$ cat src/rtl/maxpool_engine.sv
// Max-pooling responder: reads a channel-major feature map from BRAM and writes the
// signed maximum of every pooling window back to a contiguous output region.
module maxpool_engine #(
    parameter int width      = 8,
    parameter int memaddrbit = 20
) (
    input  logic                  clk,
    input  logic                  rst,
    input  logic                  mp_start,
    input  logic [memaddrbit-1:0] mp_di,
    input  logic [memaddrbit-1:0] mp_dr,
    input  logic [memaddrbit-1:0] mp_dc,
    input  logic [memaddrbit-1:0] mp_dkr,
    input  logic [memaddrbit-1:0] mp_dkc,
    input  logic [2:0]            mp_step,
    input  logic [memaddrbit-1:0] mp_di_out,
    input  logic [memaddrbit-1:0] mp_dr_out,
    input  logic [memaddrbit-1:0] mp_dc_out,
    input  logic [memaddrbit-1:0] mp_inaddr,
    input  logic [memaddrbit-1:0] mp_outaddr,
    input  logic [width-1:0]      mem_rdata,
    output logic [memaddrbit-1:0] memaddr,
    output logic [width-1:0]      mem_wdata,
    output logic                  wea,
    output logic                  busy,
    output logic                  mp_picture_finish
);
    typedef logic [memaddrbit-1:0] addr_t;

    // IDLE wait start | RD drive read addr | CAP fold rdata into acc | WR store acc | DONE finish pulse
    typedef enum logic [2:0] {S_IDLE, S_RD, S_CAP, S_WR, S_DONE} state_t;

    localparam logic [width-1:0] ACC_INIT = {1'b1, {(width-1){1'b0}}};
    localparam addr_t            ONE      = addr_t'(1);

    state_t           r_state;
    addr_t            r_dr, r_dc, r_dkr, r_dkc, r_step;
    addr_t            r_di_out, r_dr_out, r_dc_out;
    addr_t            r_plane, r_row_stride;
    addr_t            r_ii, r_ir_out, r_ic_out, r_ikr, r_ikc;
    addr_t            r_kr_eff, r_kc_eff, r_ir0, r_ic0;
    addr_t            r_ch_base, r_row_base, r_win_base, r_elem_row;
    addr_t            r_out_cnt;
    logic [width-1:0] r_acc;
    addr_t            r_memaddr;
    logic [width-1:0] r_wdata;
    logic             r_wea, r_busy, r_finish;

    addr_t            w_step_ext, w_plane, w_row_stride;
    logic             w_degen;
    logic [width-1:0] w_new_acc;
    addr_t            w_nx_ii, w_nx_ir_out, w_nx_ic_out, w_nx_ir0, w_nx_ic0;
    addr_t            w_nx_ch_base, w_nx_row_base, w_nx_win_base, w_nx_out;
    addr_t            w_lim_r, w_lim_c, w_kr, w_kc, w_kr_eff, w_kc_eff;
    logic             w_last, w_empty, w_enter, w_last_c, w_last_r;

    // Number of in-bounds window elements along one axis (floor-mode clipping).
    function automatic addr_t clip_len(input addr_t pos, input addr_t lim, input addr_t k);
        addr_t rem;
        rem = lim - pos;
        if (pos >= lim)
            return '0;
        return (k < rem) ? k : rem;
    endfunction

    assign w_step_ext   = addr_t'(mp_step);
    assign w_plane      = mp_dr * mp_dc;
    assign w_row_stride = mp_dc * w_step_ext;
    // No input planes means nothing to read either.
    assign w_degen      = (mp_di_out == '0) || (mp_dr_out == '0) || (mp_dc_out == '0) ||
                          (mp_dkr == '0) || (mp_dkc == '0) || (mp_di == '0);
    assign w_new_acc    = ($signed(mem_rdata) > $signed(r_acc)) ? mem_rdata : r_acc;
    assign w_last_c     = (r_ikc == r_kc_eff - ONE);
    assign w_last_r     = (r_ikr == r_kr_eff - ONE);

    always_comb begin
        w_nx_ii       = r_ii;
        w_nx_ir_out   = r_ir_out;
        w_nx_ic_out   = r_ic_out + ONE;
        w_nx_ir0      = r_ir0;
        w_nx_ic0      = r_ic0 + r_step;
        w_nx_ch_base  = r_ch_base;
        w_nx_row_base = r_row_base;
        w_nx_win_base = r_win_base + r_step;
        w_nx_out      = r_out_cnt + ONE;
        w_lim_r       = r_dr;
        w_lim_c       = r_dc;
        w_kr          = r_dkr;
        w_kc          = r_dkc;
        w_last        = 1'b0;
        if (r_state == S_IDLE) begin
            w_nx_ii       = '0;
            w_nx_ir_out   = '0;
            w_nx_ic_out   = '0;
            w_nx_ir0      = '0;
            w_nx_ic0      = '0;
            w_nx_ch_base  = mp_inaddr;
            w_nx_row_base = mp_inaddr;
            w_nx_win_base = mp_inaddr;
            w_nx_out      = mp_outaddr;
            w_lim_r       = mp_dr;
            w_lim_c       = mp_dc;
            w_kr          = mp_dkr;
            w_kc          = mp_dkc;
        end else if (r_ic_out == r_dc_out - ONE) begin
            w_nx_ic_out   = '0;
            w_nx_ic0      = '0;
            if (r_ir_out != r_dr_out - ONE) begin
                w_nx_ir_out   = r_ir_out + ONE;
                w_nx_ir0      = r_ir0 + r_step;
                w_nx_row_base = r_row_base + r_row_stride;
                w_nx_win_base = w_nx_row_base;
            end else begin
                w_nx_ir_out   = '0;
                w_nx_ir0      = '0;
                w_nx_ii       = r_ii + ONE;
                w_nx_ch_base  = r_ch_base + r_plane;
                w_nx_row_base = w_nx_ch_base;
                w_nx_win_base = w_nx_ch_base;
                w_last        = (r_ii == r_di_out - ONE);
            end
        end
        w_kr_eff = clip_len(w_nx_ir0, w_lim_r, w_kr);
        w_kc_eff = clip_len(w_nx_ic0, w_lim_c, w_kc);
        w_empty  = (w_kr_eff == '0) || (w_kc_eff == '0);
        w_enter  = ((r_state == S_IDLE) && mp_start && !w_degen) ||
                   ((r_state == S_WR) && !w_last);
    end

    always_ff @(posedge clk or negedge rst) begin
        if (!rst) begin
            r_state      <= S_IDLE;
            r_dr         <= '0;
            r_dc         <= '0;
            r_dkr        <= '0;
            r_dkc        <= '0;
            r_step       <= '0;
            r_di_out     <= '0;
            r_dr_out     <= '0;
            r_dc_out     <= '0;
            r_plane      <= '0;
            r_row_stride <= '0;
            r_ii         <= '0;
            r_ir_out     <= '0;
            r_ic_out     <= '0;
            r_ikr        <= '0;
            r_ikc        <= '0;
            r_kr_eff     <= '0;
            r_kc_eff     <= '0;
            r_ir0        <= '0;
            r_ic0        <= '0;
            r_ch_base    <= '0;
            r_row_base   <= '0;
            r_win_base   <= '0;
            r_elem_row   <= '0;
            r_out_cnt    <= '0;
            r_acc        <= ACC_INIT;
            r_memaddr    <= '0;
            r_wdata      <= '0;
            r_wea        <= 1'b0;
            r_busy       <= 1'b0;
            r_finish     <= 1'b0;
        end else begin
            case (r_state)
                S_IDLE: begin
                    if (mp_start) begin
                        r_dr         <= mp_dr;
                        r_dc         <= mp_dc;
                        r_dkr        <= mp_dkr;
                        r_dkc        <= mp_dkc;
                        r_step       <= w_step_ext;
                        r_di_out     <= mp_di_out;
                        r_dr_out     <= mp_dr_out;
                        r_dc_out     <= mp_dc_out;
                        r_plane      <= w_plane;
                        r_row_stride <= w_row_stride;
                        r_out_cnt    <= mp_outaddr;
                        r_acc        <= ACC_INIT;
                        if (w_degen) begin
                            r_state  <= S_DONE;
                            r_finish <= 1'b1;
                        end else begin
                            r_busy   <= 1'b1;
                        end
                    end
                end
                S_RD: begin
                    r_state <= S_CAP;
                end
                S_CAP: begin
                    r_acc <= w_new_acc;
                    if (!w_last_c) begin
                        r_ikc     <= r_ikc + ONE;
                        r_memaddr <= r_elem_row + r_ikc + ONE;
                        r_state   <= S_RD;
                    end else if (!w_last_r) begin
                        r_ikc      <= '0;
                        r_ikr      <= r_ikr + ONE;
                        r_elem_row <= r_elem_row + r_dc;
                        r_memaddr  <= r_elem_row + r_dc;
                        r_state    <= S_RD;
                    end else begin
                        r_wea     <= 1'b1;
                        r_memaddr <= r_out_cnt;
                        r_wdata   <= w_new_acc;
                        r_state   <= S_WR;
                    end
                end
                S_WR: begin
                    r_wea     <= 1'b0;
                    r_acc     <= ACC_INIT;
                    r_out_cnt <= r_out_cnt + ONE;
                    if (w_last) begin
                        r_state  <= S_DONE;
                        r_finish <= 1'b1;
                        r_busy   <= 1'b0;
                    end
                end
                S_DONE: begin
                    r_finish <= 1'b0;
                    r_state  <= S_IDLE;
                end
                default: r_state <= S_IDLE;
            endcase

            // Window entry; a fully clipped window goes straight to WR with the initial acc.
            if (w_enter) begin
                r_ii       <= w_nx_ii;
                r_ir_out   <= w_nx_ir_out;
                r_ic_out   <= w_nx_ic_out;
                r_ir0      <= w_nx_ir0;
                r_ic0      <= w_nx_ic0;
                r_ch_base  <= w_nx_ch_base;
                r_row_base <= w_nx_row_base;
                r_win_base <= w_nx_win_base;
                r_elem_row <= w_nx_win_base;
                r_kr_eff   <= w_kr_eff;
                r_kc_eff   <= w_kc_eff;
                r_ikr      <= '0;
                r_ikc      <= '0;
                if (w_empty) begin
                    r_state   <= S_WR;
                    r_wea     <= 1'b1;
                    r_memaddr <= w_nx_out;
                    r_wdata   <= ACC_INIT;
                end else begin
                    r_state   <= S_RD;
                    r_wea     <= 1'b0;
                    r_memaddr <= w_nx_win_base;
                end
            end
        end
    end

    assign memaddr           = r_memaddr;
    assign mem_wdata         = r_wdata;
    assign wea               = r_wea;
    assign busy              = r_busy;
    assign mp_picture_finish = r_finish;
endmodule

$ cat config.mk
export PLATFORM = sky130hd
export DESIGN_NAME = maxpool_engine
export DESIGN_NICKNAME = d
export VERILOG_FILES = /design/src/rtl/maxpool_engine.sv
export SDC_FILE = /design/constraint.sdc
export NUM_CORES = 2
export LEC_CHECK = 0
export ABC_AREA = 1
export CORE_UTILIZATION = 60
export DETAILED_ROUTE_END_ITERATION = 16
export HOLD_SLACK_MARGIN = 0.03
export PLACE_DENSITY = 0.77
export SKIP_CTS_REPAIR_TIMING = 1
export SYNTH_ARGS = -nofsm -noshare
export SYNTH_HDL_FRONTEND = slang
export SYNTH_SLANG_ARGS = --single-unit
$ cat constraint.sdc
create_clock -name clk -period 8.2 [get_ports clk]
set_input_delay 0.82 -clock clk [delete_from_list [all_inputs] [get_ports clk]]
set_output_delay 0.82 -clock clk [all_outputs]
set_load 0.05 [all_outputs]
# == Word-level counts from Yosys, hierarchy flattened ==
# Index checks and enable logic that the tools add are counted.
# op_classes
bitwise,0
mux,85
n_shift,0
n_addsub,21
div,0
order_cmp,5
multipliers,2
eq_ne,21
n_reduce_logical,39
# ops
cell,n
2-to-1 mux 20 bit,50
logical NOT 20 bit,8
adder 20 x 1 -> 20 bit (second input constant),7
subtractor 20 x 1 -> 20 bit (second input constant),5
adder 20 bit,4
== test 20 bit,4
adder 20 x 3 -> 20 bit,3
2-to-1 mux 8 bit,7
greater-or-equal comparator 20 bit,2
< comparator 20 bit,2
case mux 20 bit (2 select lines),1
subtractor 20 bit,2
case mux 8 bit (3 select lines),1
multiplier 20 x 20 -> 20 bit,1
multiplier 20 x 3 -> 20 bit,1
!= test 20 bit,1
!= test 3 bit (second input constant),6
2-to-1 mux 1 bit,15
2-to-1 mux 3 bit,4
!= test 2 bit (second input constant),6
case mux 3 bit (4 select lines),1
AND reduction 3 bit,4
AND reduction 2 bit,5
nonzero test 3 bit,3
13 further kinds,30
# totals
latchBits,0
word_cells,204
ramBits,0
register_bits,505
rom_bits,0
mem_count,0
input_bits,214

# == Depth between registers and ports, before layout ==
# depth
word_depth,13
depth_mapped,52
mapped_depth_nobuf,51

# == Least setup slack after synthesis ==
# No wires, ideal clock.
# synth_path
kind,input port to flip-flop
startpoint,input mp_dc[5]
endpoint,register r_plane[19]
setup_slack_ps,1847
path_buffers,2
path_stages,23
arrival_time_ps,6217
path_cell_list,clkbuf_1 -> clkbuf_1 -> nand2_1 -> fa_1 -> inv_1 -> fa_1 -> inv_1 -> fa_1 -> inv_1 -> fa_1 -> inv_1 -> fa_1 -> inv_1 -> fa_1 -> fa_1 -> xnor2_1 -> xnor2_1 -> xor2_1 -> xnor2_1 -> xor2_1 -> xor2_1 -> xnor2_1 -> o21ai_0
# synth_between
elab_chain_cells,1
# synth_lines
item,line_no,rtl
from (decl),12,"input logic [memaddrbit-1:0] mp_dc,"
multiplier 20 x 20 -> 20 bit,67,assign w_plane = mp_dr * mp_dc;
to (signal assigned),175,r_plane <= w_plane;
to (decl),39,"addr_t r_plane, r_row_stride;"
# No other way between the ends.
# A chain may end at the register's enable or synchronous reset.

# == Worst setup path in the final report ==
# layout_path
startpoint,register r_dc_out[0]
endpoint,register r_memaddr[11] (netlist: memaddr[11])
# layout_between
elab_chain_cells,12
elab_cells_between_ends,31
classes_between,add/sub: 3; order compare: 4; eq/ne: 1; mux: 16; reduce/logical: 7
# layout_lines
item,line_no,rtl
from (decl),38,"addr_t r_di_out, r_dr_out, r_dc_out;"
from (signal assigned),174,r_dc_out <= mp_dc_out;
subtractor 20 x 1 -> 20 bit (*),105,end else if (r_ic_out == r_dc_out - ONE) begin
== test 20 bit (*),105,
2-to-1 mux 20 bit,105,
2-to-1 mux 20 bit,91,if (r_state == S_IDLE) begin
subtractor 20 bit,60,rem = lim - pos;
< comparator 20 bit,63,return (k < rem) ? k : rem;
2-to-1 mux 20 bit (2 in series),63,
logical NOT 20 bit,125,w_empty = (w_kr_eff == '0) || (w_kc_eff == '0);
logical OR 1 bit,125,
2-to-1 mux 20 bit,241,if (w_empty) begin
2-to-1 mux 20 bit,227,if (w_enter) begin
to (signal assigned),194,r_memaddr <= r_elem_row + r_ikc + ONE;
to (signal assigned),244,r_memaddr <= w_nx_out;
to (signal assigned),249,r_memaddr <= w_nx_win_base;
to (decl),45,addr_t r_memaddr;
# Mark *: on every way between the ends. The rest lies on a longest branch, timed or not.

==> metrics <==
GRT overflow=0; area post-placement=roughly 0.049 mm^2; Mean Syn Cell Area=6.93 um^2; length in cells of the worst reg-to-reg path=45; count of cell types in the netlist=63; PwrDens=approximately 470 mW/mm^2; core area=0.0761 mm^2; Slew Limit Fails=0; final setup skew=45.4 ps; Final #Nets=approximately 7400; Syn Std Cell Area=0.0462 mm^2; largest net degree at the start of global routing=between 150 and 200; number of flops mapped to enable cells by yosys=0; register bit total from synthesis=505; fin util=0.675; clock slew at reported path FFs=around 60 ps; antenna violations before repair=5; area growth from synthesis to layout=11.2%; maximum vdd drop=1050 uV; Layout Cells excl Fill=7874; fin crit share=0.926; Synth Instances=6669; first-pass GRT wire length=between 200000 and 250000 um; commonest non-fill, non-tap cell in the layout=nand2_1; Worst Setup SP=r_dc_out[0]; Max stage delay on crit path=410 ps; vias in the first global route=43100; Post-synth top flop=dfrtp_1; Syn. warnings=0; top cell type's share of synthesized area=0.273; Die Area=roughly 0.078 mm^2; GRT Total Usage=0.379; worst slack at placement=386 ps; Startpoint Class=flip-flop; Switching Power=13.3 mW; post-route setup slack=610 ps; Die Y=279 um; Placed Cells=7760; number of buffers inserted by port buffering=244; CP Capture Type=flip-flop; DR pass1 iterations=8; Logic pwr share=0.708; most used cell, CP=nand2_1; wire per inst=around 19 um; Crit path max-delay family=simple AND/OR/NAND/NOR gates; r2r setup slk=610 ps; Yosys top cell by area=dfrtp_1; Post-Syn Nets=7316; Initial Util=0.607; Worst Hold Class=in2async; Design Area, Final=0.0514 mm^2; Num CTS Buffers=between 50 and 60; Levels on crit path=45; FFs w/ async S/R, synth=1.00; Clock Path Buffers=3; CP endpoint=memaddr[11]; Clock Sink Count=505; status=complete, no violations; Die W=279 um; Fin. Hold Viols=0; clk_lat worst skew=670 ps; DR DRC count=0; hold_ws=around 180 ps; layout cells sized above 1=0.0383; H-tree Lvls=2; Worst path slowest cell=dfrtp_1; Tmin final=7590 ps; Int Pwr=10.8 mW; CTS tree=done; Clk network pwr share=0.113; Worst Path Arrival=8120 ps; # setup viols final=0; CP bufs+invs=4; CP required=8730 ps; Worst R2R End=memaddr[11]; sw frac=0.551; hpwl dp=between 100000 and 150000 um; Final GP Congestion=1.00; via count=45100; Static Leakage=25.5 nW; FMAX=between 100 and 150 MHz; Routed Antenna Nets=0; Top Ports=245; Sequential Power Share=0.179; count of max-cap constraint violations=0; Seq/Total Area, Yosys=0.274; CP Class=reg2reg; Slew HR=0.209; setup tns final=0 ps; total wire length=148000 um; R2R Path Start=r_dc_out[0]; initial DRC count=about 4300; most frequent cells in the layout=nand2_1 (1922), inv_1 (888), o21ai_0 (584); root buffer cell=clkbuf_16; row cnt=between 100 and 150; actual slew at the worst max-slew pin=approximately 1200 ps; Final Power=24.1 mW; Area contributors post-synth=dfrtp_1 (27%), nand2_1 (16%), ha_1 (7.3%); CP Max Fanout=18; Filler cells=6825; vias per cell=5.73
## synth_stat cells (all sizes together) (125+ instances only)
cell and n:
nand2 1936, inv 902, o21ai 623, dfrtp 504, nor2 464, nand3 390
ha 269, a21oi 260, xor2 253, fa 164, clkbuf 160, xnor2 125
## how the worst min path moves through the flow
stage | from | to | slack (ps) | cells past startpoint
floorplan | r_state[2] | mp_picture_finish | 440 | 1
global placement | r_dkr[0] | r_dkr[0] | 460 | 2
detailed placement | r_dkr[0] | r_dkr[0] | 460 | 2
CTS | rst | r_di_out[9] | 210 | 1
global route | rst | r_di_out[9] | 250 | 1
finish | rst | r_di_out[9] | 180 | 1
## power by group through the flow
stage	clock [mW]	combinational, mW	sequential (mW)
after floorplan	0	12.2	4.11
after global placement	0	16.3	4.29
after detailed placement	0	16.6	4.30
after CTS	2.76	16.7	4.27
after global routing	2.85	19.1	4.39
final	2.72	17.1	4.31
## routing by layer
metal / up-vias / share of wire / track usage
li1: 21700 / - / -
met2: 1853 / 0.45 / 0.601
met1: 21300 / 0.43 / 0.520
met5: - / 0.00014 / 0
met3: 314 / 0.081 / 0.0601
met4: 4 / 0.041 / 0.147
## cells by family (layout without fill, tap and decap cells)
logic type	Yosys count	after routing	synth area share
AO/OA/AOI/OAI	1050	1050	0.123
adder cells (fa/ha/maj)	433	433	0.144
XOR/XNOR	379	379	0.0723
AND/OR/NAND/NOR	3148	3148	0.288
other	0	2	0
flip-flops	505	505	0.274
buffers and inverters	1154	1327	0.0985
## area by class of cell
| class | instances | area [um^2] | area share |
|---|---|---|---|
| repair buffers | 313 | 3000 | 0.0584 |
| multi-input cells | 5010 | 29100 | 0.565 |
| clock inverters | 27 | 309 | 0.00601 |
| flip-flops and latches | 505 | 12600 | 0.246 |
| well taps | 1030 | 1290 | 0.0251 |
| inverters | 904 | 3400 | 0.0662 |
| diodes | 2 | 5.00 | 0.0000974 |
| clock buffers | 83 | 1690 | 0.0328 |
No activity file was read; power rests on OpenSTA's default activity.
